## src/rtl/nibble_pkg.sv

```systemverilog
// Shared opcodes, ALU codes and sequencer state encoding for the nibble processor control path.
package nibble_pkg;

  localparam logic [3:0] OP_NOP  = 4'h0;
  localparam logic [3:0] OP_LDI  = 4'h1;
  localparam logic [3:0] OP_ADD  = 4'h2;
  localparam logic [3:0] OP_SUB  = 4'h3;
  localparam logic [3:0] OP_LD   = 4'h4;
  localparam logic [3:0] OP_ST   = 4'h5;
  localparam logic [3:0] OP_JMP  = 4'h6;
  localparam logic [3:0] OP_JZ   = 4'h7;
  localparam logic [3:0] OP_HALT = 4'hF;

  localparam logic [1:0] ALU_PASS = 2'b00;
  localparam logic [1:0] ALU_ADD  = 2'b01;
  localparam logic [1:0] ALU_SUB  = 2'b10;

  typedef enum logic [2:0] {
    S_IDLE,
    S_FETCH,
    S_DECODE,
    S_MEM,
    S_EXEC,
    S_HALT
  } state_t;

  // Opcodes that touch data memory at address k after decode.
  function automatic logic is_mem_op(input logic [3:0] op);
    return (op == OP_ADD) || (op == OP_SUB) || (op == OP_LD) || (op == OP_ST);
  endfunction

endpackage

```

## src/rtl/nibble_pc.sv

```systemverilog
// Program counter: clear beats load beats increment; increment wraps modulo 2**ADDR_W.
module nibble_pc #(
  parameter int ADDR_W = 4
) (
  input  logic              clk,
  input  logic              reset,
  input  logic              i_clr,
  input  logic              i_ld,
  input  logic              i_inc,
  input  logic [ADDR_W-1:0] i_d,
  output logic [ADDR_W-1:0] o_q
);

  logic [ADDR_W-1:0] r_pc;

  // NOTE: sequential state uses non-blocking assignments so every register samples pre-edge values.
  always_ff @(posedge clk or posedge reset) begin
    if (reset)      r_pc <= '0;
    else if (i_clr) r_pc <= '0;
    else if (i_ld)  r_pc <= i_d;
    else if (i_inc) r_pc <= r_pc + ADDR_W'(1);
  end

  assign o_q = r_pc;

endmodule

```

## src/rtl/nibble_seq_ctrl.sv

```systemverilog
// Multi-cycle fetch/decode/execute sequencer for the 4-bit nibble datapath with a
// wait-state-tolerant single-port memory handshake, halt and sticky illegal-opcode reporting.
module nibble_seq_ctrl
  import nibble_pkg::*;
#(
  parameter int ADDR_W = 4,
  parameter int DATA_W = 4
) (
  input  logic              clk,
  input  logic              reset,
  input  logic              start,
  output logic              mem_req,
  output logic              mem_we,
  output logic [ADDR_W-1:0] mem_addr,
  output logic [DATA_W-1:0] mem_wdata,
  input  logic [7:0]        mem_rdata,
  input  logic              mem_ready,
  input  logic [DATA_W-1:0] acc_q,
  input  logic              acc_zero,
  output logic [1:0]        alu_op,
  output logic [DATA_W-1:0] alu_b,
  output logic              acc_we,
  output logic [ADDR_W-1:0] pc_o,
  output logic              halted,
  output logic              error
);

  state_t            r_state;
  state_t            w_next;
  logic [7:0]        r_ir;
  logic [DATA_W-1:0] r_opnd;
  logic              r_error;

  logic [3:0]        w_op;
  logic [3:0]        w_k;
  logic [ADDR_W-1:0] w_pc;
  logic              w_pc_clr, w_pc_ld, w_pc_inc;
  logic              w_ir_ld, w_opnd_ld, w_err_set, w_err_clr;

  assign w_op = r_ir[7:4];
  assign w_k  = r_ir[3:0];

  nibble_pc #(.ADDR_W(ADDR_W)) u_pc (
    .clk   (clk),
    .reset (reset),
    .i_clr (w_pc_clr),
    .i_ld  (w_pc_ld),
    .i_inc (w_pc_inc),
    .i_d   (ADDR_W'(w_k)),
    .o_q   (w_pc)
  );

  // NOTE: every signal gets a default before the case so no path leaves one unassigned (no latches).
  always_comb begin
    w_next    = r_state;
    mem_req   = 1'b0;
    mem_we    = 1'b0;
    mem_addr  = '0;
    mem_wdata = '0;
    alu_op    = ALU_PASS;
    alu_b     = '0;
    acc_we    = 1'b0;
    w_pc_clr  = 1'b0;
    w_pc_ld   = 1'b0;
    w_pc_inc  = 1'b0;
    w_ir_ld   = 1'b0;
    w_opnd_ld = 1'b0;
    w_err_set = 1'b0;
    w_err_clr = 1'b0;

    case (r_state)
      S_IDLE, S_HALT: begin
        if (start) begin
          w_next    = S_FETCH;
          w_pc_clr  = 1'b1;
          w_err_clr = 1'b1;
        end
      end
      S_FETCH: begin
        mem_req  = 1'b1;
        mem_addr = w_pc;
        if (mem_ready) begin
          w_ir_ld  = 1'b1;
          w_pc_inc = 1'b1;
          w_next   = S_DECODE;
        end
      end
      S_DECODE: begin
        if (w_op == OP_NOP)                         w_next = S_FETCH;
        else if (is_mem_op(w_op))                   w_next = S_MEM;
        else if (w_op inside {OP_LDI, OP_JMP, OP_JZ}) w_next = S_EXEC;
        else begin
          // HALT opcode stops cleanly; everything else in 8..E is illegal.
          w_next    = S_HALT;
          w_err_set = (w_op != OP_HALT);
        end
      end
      S_MEM: begin
        mem_req   = 1'b1;
        mem_addr  = ADDR_W'(w_k);
        mem_we    = (w_op == OP_ST);
        mem_wdata = (w_op == OP_ST) ? acc_q : '0;
        if (mem_ready) begin
          if (w_op == OP_ST) begin
            w_next = S_FETCH;
          end else begin
            w_opnd_ld = 1'b1;
            w_next    = S_EXEC;
          end
        end
      end
      S_EXEC: begin
        w_next = S_FETCH;
        case (w_op)
          OP_LDI: begin acc_we = 1'b1; alu_op = ALU_PASS; alu_b = DATA_W'(w_k); end
          OP_ADD: begin acc_we = 1'b1; alu_op = ALU_ADD;  alu_b = r_opnd;       end
          OP_SUB: begin acc_we = 1'b1; alu_op = ALU_SUB;  alu_b = r_opnd;       end
          OP_LD:  begin acc_we = 1'b1; alu_op = ALU_PASS; alu_b = r_opnd;       end
          OP_JMP: w_pc_ld = 1'b1;
          OP_JZ:  w_pc_ld = acc_zero;
          default: ;
        endcase
      end
      default: w_next = S_IDLE;
    endcase
  end

  always_ff @(posedge clk or posedge reset) begin
    if (reset) begin
      r_state <= S_IDLE;
      r_ir    <= '0;
      r_opnd  <= '0;
      r_error <= 1'b0;
    end else begin
      r_state <= w_next;
      if (w_ir_ld)   r_ir   <= mem_rdata;
      if (w_opnd_ld) r_opnd <= mem_rdata[DATA_W-1:0];
      if (w_err_clr)      r_error <= 1'b0;
      else if (w_err_set) r_error <= 1'b1;
    end
  end

  assign pc_o   = w_pc;
  assign halted = (r_state == S_HALT);
  assign error  = r_error;

endmodule

```

## config.mk

```make
export PLATFORM = sky130hd
export DESIGN_NAME = nibble_seq_ctrl
export DESIGN_NICKNAME = d
export VERILOG_FILES = /design/src/rtl/nibble_pkg.sv /design/src/rtl/nibble_pc.sv /design/src/rtl/nibble_seq_ctrl.sv
export SDC_FILE = /design/constraint.sdc
export NUM_CORES = 1
export LEC_CHECK = 0
export ABC_AREA = 1
export ABC_CLOCK_PERIOD_IN_PS = 1700
export BUFFER_PORTS_ARGS = -buffer_cell sky130_fd_sc_hd__buf_2
export CAP_MARGIN = 20
export CORE_MARGIN = 4
export CORE_UTILIZATION = 53
export CTS_BUF_LIST = sky130_fd_sc_hd__clkbuf_4 sky130_fd_sc_hd__clkbuf_8
export CTS_CLUSTER_SIZE = 28
export DETAILED_ROUTE_END_ITERATION = 10
export PLACE_DENSITY = 0.88
export SETUP_SLACK_MARGIN = 0.15
export SYNTH_ARGS = -nofsm -noshare
export SYNTH_HDL_FRONTEND = slang
export SYNTH_SLANG_ARGS = --single-unit
```

## constraint.sdc

```tcl
create_clock -name clk -period 1.7 [get_ports clk]
set_input_delay 0.17 -clock clk [delete_from_list [all_inputs] [get_ports clk]]
set_output_delay 0.17 -clock clk [all_outputs]
set_load 0.01 [all_outputs]
```

==> flow_summary.toml, run 1 <==
[power_and_ir_drop]
p_per_area_nw_per_um2 = 1630
ir_drop_uv = 1250
p_total_mw = 3.17
leakagePower_nw = 1.08

[die]
core_area_um2 = 2280
dieArea_um2 = 3330
fp.dieW_um = 57.7
start_util_pct = 57.5
std_cell_rows = 17
ioPinCount = 40
die_h_um = 57.7

[cts]
clock_path_buffers = 2
cts.sinks = 20
htreeDepth = 1
clk_latency_ns = 0.31
cts_buffers = 3
root_buffer = "clkbuf_4"
cts_tree = "yes"
clk_pin_slew_worst_paths_ns = 0.12

[synth]
yosysSeqAreaShare_pct = 38.2
yosysTopAreaCell = "dfrtp_1"
ys_types = 27
synth_top_area_share_pct = 38.2
syn_avg_cell_area_um2 = 7.48
ys_top_cells_by_area = "dfrtp_1, nand2_1, inv_1, nand3_1, nor2_1"
ys_seq_elements = 20
synth_area_um2 = 1310
syn-num-nets = 193
yosys_warnings = 0
synthCells = 175

[cells_and_area]
fin_nets = 267
num_antenna_cells = 0
mostFrequentLayoutCells = "nand2_1, buf_2, buf_4"
layout-drive-gt1-share_pct = 51.2
syn_to_final_growth_pct = 48.2
final_util_pct = 85.2
layoutNonFillerInstCount = 276
final_common_cell = "nand2_1"
final_area_um2 = 1940

[sta]
slew_viol_final = 0
fmax_ghz = 0.575
period_share_pct = 102
relSlewSlack_pct = 77.9
fin_ws_ns = -0.0377
tightest_slew_ns = 0.330
hold_violations = 0
rsz0062_at_grt = "yes"
period_minus_slack_ns = 1.74
fin_worst_skew_ns = 0.00471
setup_viol_count_final = 5

[detailed_routing]
wl_met3_um = 427
vias = 1626
routed-wl-met2_um = 2260
wl_met1_um = 1840
drt_wl_total_um = 4790
drtIter0Drc = 180
vias_per_cell = 5.89
routedWlPerCell_um = 17.3
ant_nets = 0
drc = 0
drt_pass1_iterations = 4
top_layer_used = "met4"

[critical_path]
worstRegToRegCells = 11
rr_startpoint = "r_ir[4]"
endpoint_kind = "flip-flop"
crit_arrival_ns = 1.94
r2r_end = "r_state[2]"
required_ns = 1.91
path_cells = "buf_6, nor2_4, nand2_4, buf_4, buf_4, buf_4, buf_4, nand3_2, o21ai_1, nand2_1, nand2_1"
cpPeakStageDelay_ns = 0.44
worst_path_most_repeated_cell = "buf_4"
startpoint_type = "flip-flop"
worst_path_max_delay_cell = "dfrtp_1"
crit_type = "reg -> reg"
crit_path_max_fanout = 3
ff2ff_setup_slack_ns = -0.04

[min_path]
hold-path-endpoint = "error"
hold_path.class = "in -> reg"
hold_path.startpoint = "start"
min_path_cells = 2

[global_routing]
overflow = 0
grt_max_degree = 21
track_usage_pct = 25.8
grt_first_pass_wirelength_um = 6670
grt_pass1_vias = 1471
antenna_found_initial = 0

[run]
maxCapViolCount = 0

[placement]
port_buffers = 39
postPlaceCellArea_um2 = 1540
dp_cells = 243
place_hpwl_um = 2290
place.gp.congestion = 0.881

[run_status]
violations = "setup timing"
status = "finished, violations left"
## timing repair
item,CTS,global route
endpoints found under the hold margin,20,0
endpoints found under the setup margin,16,23
pin swaps,14,13
hold buffers,1,0
setup buffers,19,9
gates resized for setup,29,18
## Yosys cell counts, drive strengths merged
library cell  number
a21oi              6
a22oi              2
a31oi              1
buf                1
dfrtp             20
ha                 1
inv               28
mux2               1
nand2             54
nand3             18
nand4              2
nor2              21
nor3               1
o211ai             2
o21ai             15
o22ai              1
xor2               1
## how the worst max path moves through the flow
stage	start	endpoint
global route	r_ir[4]	r_state[1]
CTS	r_state[2]	mem_wdata[1]
detailed placement	r_ir[4]	alu_b[3]
global placement	r_ir[5]	alu_b[3]
floorplan	r_ir[6]	alu_b[2]
finish	r_ir[4]	r_state[2]
## sequential cells by signal, indices dropped and copies added, names as in the netlist
signal,flops
r_opnd,4
r_state,3
r_ir,8
error,1
u_pc.o_q,4
## cells by family (layout without fill, tap and decap cells)
group / Yosys count / count (layout) / synth area share [%]
flip-flops: 20 / 20 / 38.2
XOR/XNOR: 1 / 1 / 0.669
multiplexers: 1 / 1 / 1.15
AND/OR/NAND/NOR: 96 / 96 / 35.9
buffers and inverters: 29 / 102 / 9.27
AO/OA/AOI/OAI: 27 / 27 / 13.9
adder cells (fa/ha/maj): 1 / 1 / 0.956
## where the power goes
group / leakage, nW / switching, mW / internal, mW / total, mW
Clock: 0.0210 / 0.162 / 0.131 / 0.293
Combinational: 0.818 / 1.10 / 0.803 / 1.91
Sequential: 0.246 / 0.287 / 0.683 / 0.969
Total: 1.08 / 1.55 / 1.62 / 3.17
## worst max-delay path: cells and delay by family, from the launching register on
family / cells / cell delay (ns)
AO/OA/AOI/OAI: 1 / 0.08
buffers and inverters: 5 / 0.65
flip-flops: 1 / 0.44
AND/OR/NAND/NOR: 5 / 0.47
## layer usage
layer	track usage, %	vias to the layer above
met4	10.6	0
met5	0	-
li1	-	711
met2	43.9	109
met3	2.67	35
met1	33.3	771
## through the flow
stage / setup TNS, ns / hold slack [ns] / setup WS, ns
global placement: 0 / 0.208 / 0.239
detailed placement: 0 / 0.210 / 0.235
finish: -0.0748 / 0.0441 / -0.0377
global route: -0.415 / 0.0481 / -0.0868
CTS: 0 / 0.0460 / 0.0651
floorplan: 0 / 0.134 / 0.366
## cell type report
cell class / instances / area, µm²
Timing Repair Buffer: 70 / 442
Inverter: 28 / 118
Tap cell: 28 / 35.0
Clock buffer: 4 / 36.3
Fill cell: 118 / 337
Multi-Input combinational cell: 126 / 805
Sequential cell: 20 / 504
Power figures use the tool's default switching activity.
==> run 2, diff against run 1 <==
--- a/config.mk
+++ b/config.mk
@@ -15,6 +15,7 @@
 export CTS_CLUSTER_SIZE = 28
 export DETAILED_ROUTE_END_ITERATION = 10
 export PLACE_DENSITY = 0.88
+export RECOVER_POWER = 25
 export SETUP_SLACK_MARGIN = 0.15
 export SYNTH_ARGS = -nofsm -noshare
 export SYNTH_HDL_FRONTEND = slang
==> flow_summary.toml, run 2 (synthesized netlist as in run 1, its figures left out) <==
[power_and_ir_drop]
p_total_mw = 3.17
leakagePower_nw = 1.08
p_per_area_nw_per_um2 = 1640
ir_drop_uv = 1250

[die]
core_area_um2 = 2280
std_cell_rows = 17
start_util_pct = 57.5
dieArea_um2 = 3330
die_h_um = 57.7
fp.dieW_um = 57.7
ioPinCount = 40

[cells_and_area]
nFillCells = 118
final_common_cell = "nand2_1"
num_antenna_cells = 0
mostFrequentLayoutCells = "nand2_1, buf_2, buf_4"
fin_nets = 267
syn_to_final_growth_pct = 47.9
seqCellArea_um2 = 504
layout-drive-gt1-share_pct = 50.8
largest_register_ffs = 8
regMostFlops = "r_ir"
multi_input_area_um2 = 805

[detailed_routing]
drt_wl_total_um = 4790
routedWlPerCell_um = 17.4
drt_pass1_iterations = 4
vias_per_cell = 5.90
drtIter0Drc = 180
vias = 1628
ant_nets = 0
drc = 0

[sta]
fmax_ghz = 0.575
period_share_pct = 102
setup_viol_count_final = 5
relSlewSlack_pct = 26.9
slew_viol_final = 0
period_minus_slack_ns = 1.74
rsz0062_at_grt = "yes"
hold_ws_ns = 0.0439
fin_worst_skew_ns = 0.00488
tightest_slew_ns = 1.10
fin_ws_ns = -0.0386
finalSetupTns_ns = -0.0770
hold_violations = 0

[critical_path]
critical_path.top_delay_family = "buffers and inverters"
endpoint_kind = "flip-flop"
worst_path_most_repeated_cell = "buf_4"
ff2ff_setup_slack_ns = -0.04
crit_path_max_fanout = 3
crit_start = "r_ir[4]"
cp_num_cells = 11
worst_path_max_delay_cell = "dfrtp_1"
required_ns = 1.91
crit_arrival_ns = 1.95
cpPeakStageDelay_ns = 0.44
rr_startpoint = "r_ir[4]"
crit_type = "reg -> reg"
path_cells = "buf_6, nor2_4, nand2_4, buf_4, buf_4, buf_4, buf_4, nand3_2, o21ai_1, nand2_1, nand2_1"
worstRegToRegCells = 11
startpoint_type = "flip-flop"
crit_buf_inv = 5

[cts]
clk_latency_ns = 0.31
cts_tree = "yes"
cts_buffers = 3
cts.sinks = 20
clk_pin_slew_worst_paths_ns = 0.12
htreeDepth = 1
clock_path_buffers = 2
root_buffer = "clkbuf_4"

[global_routing]
overflow = 0
grt_max_degree = 21
antenna_found_initial = 0
track_usage_pct = 25.8
grt_pass1_vias = 1471
grt_first_pass_wirelength_um = 6670

[min_path]
min_path_cells = 2
hold_path.startpoint = "start"
hold_path.class = "in -> reg"

[run_status]
status = "finished, violations left"
violations = "setup timing"

[run]
maxCapViolCount = 0

[placement]
place.gp.congestion = 0.881
port_buffers = 39
place_hpwl_um = 2290
[run 2: cell types whose count changed in the layout (fill, tap and decap cells not counted), sizes merged]
cell	delta
buf	-1
clkbuf	+1
[run 2: report_power, final]
group | internal (mW) | switching, mW
combinational | 0.802 | 1.10
clock | 0.131 | 0.162
sequential | 0.683 | 0.287
total | 1.62 | 1.55
[run 2: repair_timing]
action                                  in CTS  in global routing
pin swaps                                   14                 13
gates resized for setup                     29                 18
endpoints found under the hold margin       20                  0
endpoints found under the setup margin      16                 23
cloned                                       0                  0
setup buffers                               19                  9
hold buffers                                 1                  0
[run 2: layout make-up]
type	count	area share, %
repair buffers	70	22.6
flip-flops and latches	20	26.1
inverters	28	6.08
well taps	28	1.81
clock buffers	4	1.87
multi-input cells	126	41.6
[run 2: worst paths after layout]
kind / to
max: r_state[2]
min: error
max reg2reg: r_state[2]
min reg2reg: r_opnd[2]
max in group asynchronous: r_state[0]
min in group asynchronous: r_ir[4]
[run 2: routing by layer]
metal  vias up  part of all wire [%]  track usage [%]
li1        712                     -                -
met1       772                    38             33.3
met2       109                    47             43.9
met3        35                   8.9             2.67
met4         0                   5.5             10.6
met5         -                     0                0
[run 2: worst register-to-register path: stages (launching register included)]
cell and delay, ns:
dfrtp_1 0.44, buf_6 0.14, nor2_4 0.14, nand2_4 0.09
buf_4 0.14, buf_4 0.12, buf_4 0.12, buf_4 0.13
nand3_2 0.07, o21ai_1 0.08, nand2_1 0.10, nand2_1 0.08
[run 2: stage by stage]
step	utilization, %	std cells	area, µm²	setup slack [ns]
floorplan	-	175	1310	0.366
global placement	67.8	243	1540	0.239
detailed placement	67.8	243	1540	0.235
CTS	79.4	267	1810	0.0651
global route	85.0	276	1940	-0.0868
finish	85.0	276	1940	-0.0386
==> run 3, diff against run 2 <==
--- a/config.mk
+++ b/config.mk
@@ -6,15 +6,13 @@
 export NUM_CORES = 1
 export LEC_CHECK = 0
 export ABC_AREA = 1
-export ABC_CLOCK_PERIOD_IN_PS = 1700
 export BUFFER_PORTS_ARGS = -buffer_cell sky130_fd_sc_hd__buf_2
 export CAP_MARGIN = 20
-export CORE_MARGIN = 4
-export CORE_UTILIZATION = 53
+export CORE_UTILIZATION = 35
 export CTS_BUF_LIST = sky130_fd_sc_hd__clkbuf_4 sky130_fd_sc_hd__clkbuf_8
 export CTS_CLUSTER_SIZE = 28
 export DETAILED_ROUTE_END_ITERATION = 10
-export PLACE_DENSITY = 0.88
+export PLACE_DENSITY = 0.64
 export RECOVER_POWER = 25
 export SETUP_SLACK_MARGIN = 0.15
 export SYNTH_ARGS = -nofsm -noshare
==> flow_summary.toml, run 3 (synthesized netlist as in run 1, its figures left out) <==
[run_status]
status = "finished, final reports clean"

[critical_path]
required_ns = 1.53
worstRegToRegCells = 6
crit_arrival_ns = 1.42
worst_path_max_delay_cell = "dfrtp_2"
path_cells = "nor2_4, nand2_2, nand2_4, a22oi_2, nor2_1, buf_2"
crit_start = "r_ir[7]"
crit_type = "reg -> out"
crit_path_max_fanout = 5
startpoint_type = "flip-flop"
cpPeakStageDelay_ns = 0.46
ff2ff_setup_slack_ns = 0.23
r2r_end = "r_state[2]"
rr_startpoint = "r_state[2]"
critPathCapture = "alu_b[1]"
endpoint_kind = "primary output"

[global_routing]
grt_pass1_vias = 1186
track_usage_pct = 16.9
grt_max_degree = 21
grt_first_pass_wirelength_um = 5330
antenna_found_initial = 0
overflow = 0

[cells_and_area]
mostFrequentLayoutCells = "nand2_1, buf_2, inv_1"
num_antenna_cells = 0
final_area_um2 = 1850
fin_nets = 256
regMostFlops = "r_ir"
final_util_pct = 53.4
largest_register_ffs = 8
layoutNonFillerInstCount = 283
final_common_cell = "nand2_1"
syn_to_final_growth_pct = 41.6
layout-drive-gt1-share_pct = 47.7

[placement]
postPlaceCellArea_um2 = 1570
port_buffers = 39
place.gp.congestion = 0.793
place_hpwl_um = 2310
dp_slack_ns = 0.245
dp_cells = 262

[die]
start_util_pct = 37.7
core_area_um2 = 3470
die_h_um = 63.2
ioPinCount = 40
dieArea_um2 = 3990
fp.dieW_um = 63.2
std_cell_rows = 21

[min_path]
hold_path.class = "in -> reg"

[cts]
clk_latency_ns = 0.26
root_buffer = "clkbuf_8"
htreeDepth = 1
clk_pin_slew_worst_paths_ns = 0.07
cts_buffers = 3
clock_path_buffers = 2
cts.sinks = 20
cts_tree = "yes"

[detailed_routing]
vias = 1317
drt_pass1_iterations = 4
routedWlPerCell_um = 12.1
vias_per_cell = 4.65
drtIter0Drc = 40
drc = 0
ant_nets = 0
drt_wl_total_um = 3430

[sta]
fin_worst_skew_ns = 0.00202
slew_viol_final = 0
relSlewSlack_pct = 66.5
period_minus_slack_ns = 1.59
hold_ws_ns = 0.106
period_share_pct = 93.5
finalSetupTns_ns = 0
fin_ws_ns = 0.111
setup_viol_count_final = 0
tightest_slew_ns = 0.503
hold_violations = 0
fmax_ghz = 0.629
rsz0062_at_grt = "yes"

[power_and_ir_drop]
ir_drop_uv = 847
p_per_area_nw_per_um2 = 1550
leakagePower_nw = 0.996
p_total_mw = 2.88

[run]
maxCapViolCount = 0
## run 3: cell count changes in the layout (fill, tap and decap cells not counted), moves of 2 or more
cell      change
nand2_4       -3
clkbuf_4      -3
nand2_1       +2
buf_4         -9
nand3_2       -2
clkbuf_8      +3
buf_6         -2
nand3_1       +2
## run 3: power breakdown
part           internal (mW)  switching [mW]  leakage, nW
Clock                  0.206           0.158       0.0288
Sequential             0.687           0.286        0.246
Combinational          0.667           0.875        0.722
## run 3: what timing repair did
| action | 4_1_cts | 5_1_grt |
|---|---|---|
| pin swaps | 4 | 14 |
| endpoints found under the hold margin | 20 | 0 |
| hold buffers | 1 | 0 |
| setup buffers | 12 | 4 |
| setup endpoints to repair | 16 | 17 |
| gates resized for setup | 12 | 25 |
## run 3: how the worst min path moves through the flow
| stage | start | endpoint | slack, ns | cells after the start |
|---|---|---|---|---|
| after floorplan | reset | error | 0.13 | 1 |
| after global placement | reset | r_ir[1] | 0.21 | 3 |
| after detailed placement | reset | r_ir[1] | 0.21 | 3 |
| after CTS | start | error | 0.10 | 2 |
| after global routing | start | error | 0.11 | 2 |
| final | start | error | 0.11 | 2 |
## run 3: area by class of cell
cell class	count	area (µm²)
Clock buffer	4	55.1
Fill cell	339	1620
Inverter	28	115
Multi-Input combinational cell	126	771
Sequential cell	20	505
Tap cell	46	57.6
Timing Repair Buffer	59	349
## run 3: critical path, delay by kind of cell, from the launching register on
kind / cells / cell delay [ns]
buf+inv: 1 / 0.14
simple gates: 4 / 0.49
compound gates: 1 / 0.06
flops: 1 / 0.46
## run 3: layer usage
metal / up-vias / global-route usage (%) / wire length, µm / part of all wire, %
li1: 687 / - / - / -
met4: 0 / 4.36 / 25 / 0.73
met3: 2 / 2.54 / 145 / 4.2
met2: 33 / 26.6 / 1720 / 50
met1: 595 / 23.9 / 1530 / 45
met5: - / 0 / 0 / 0
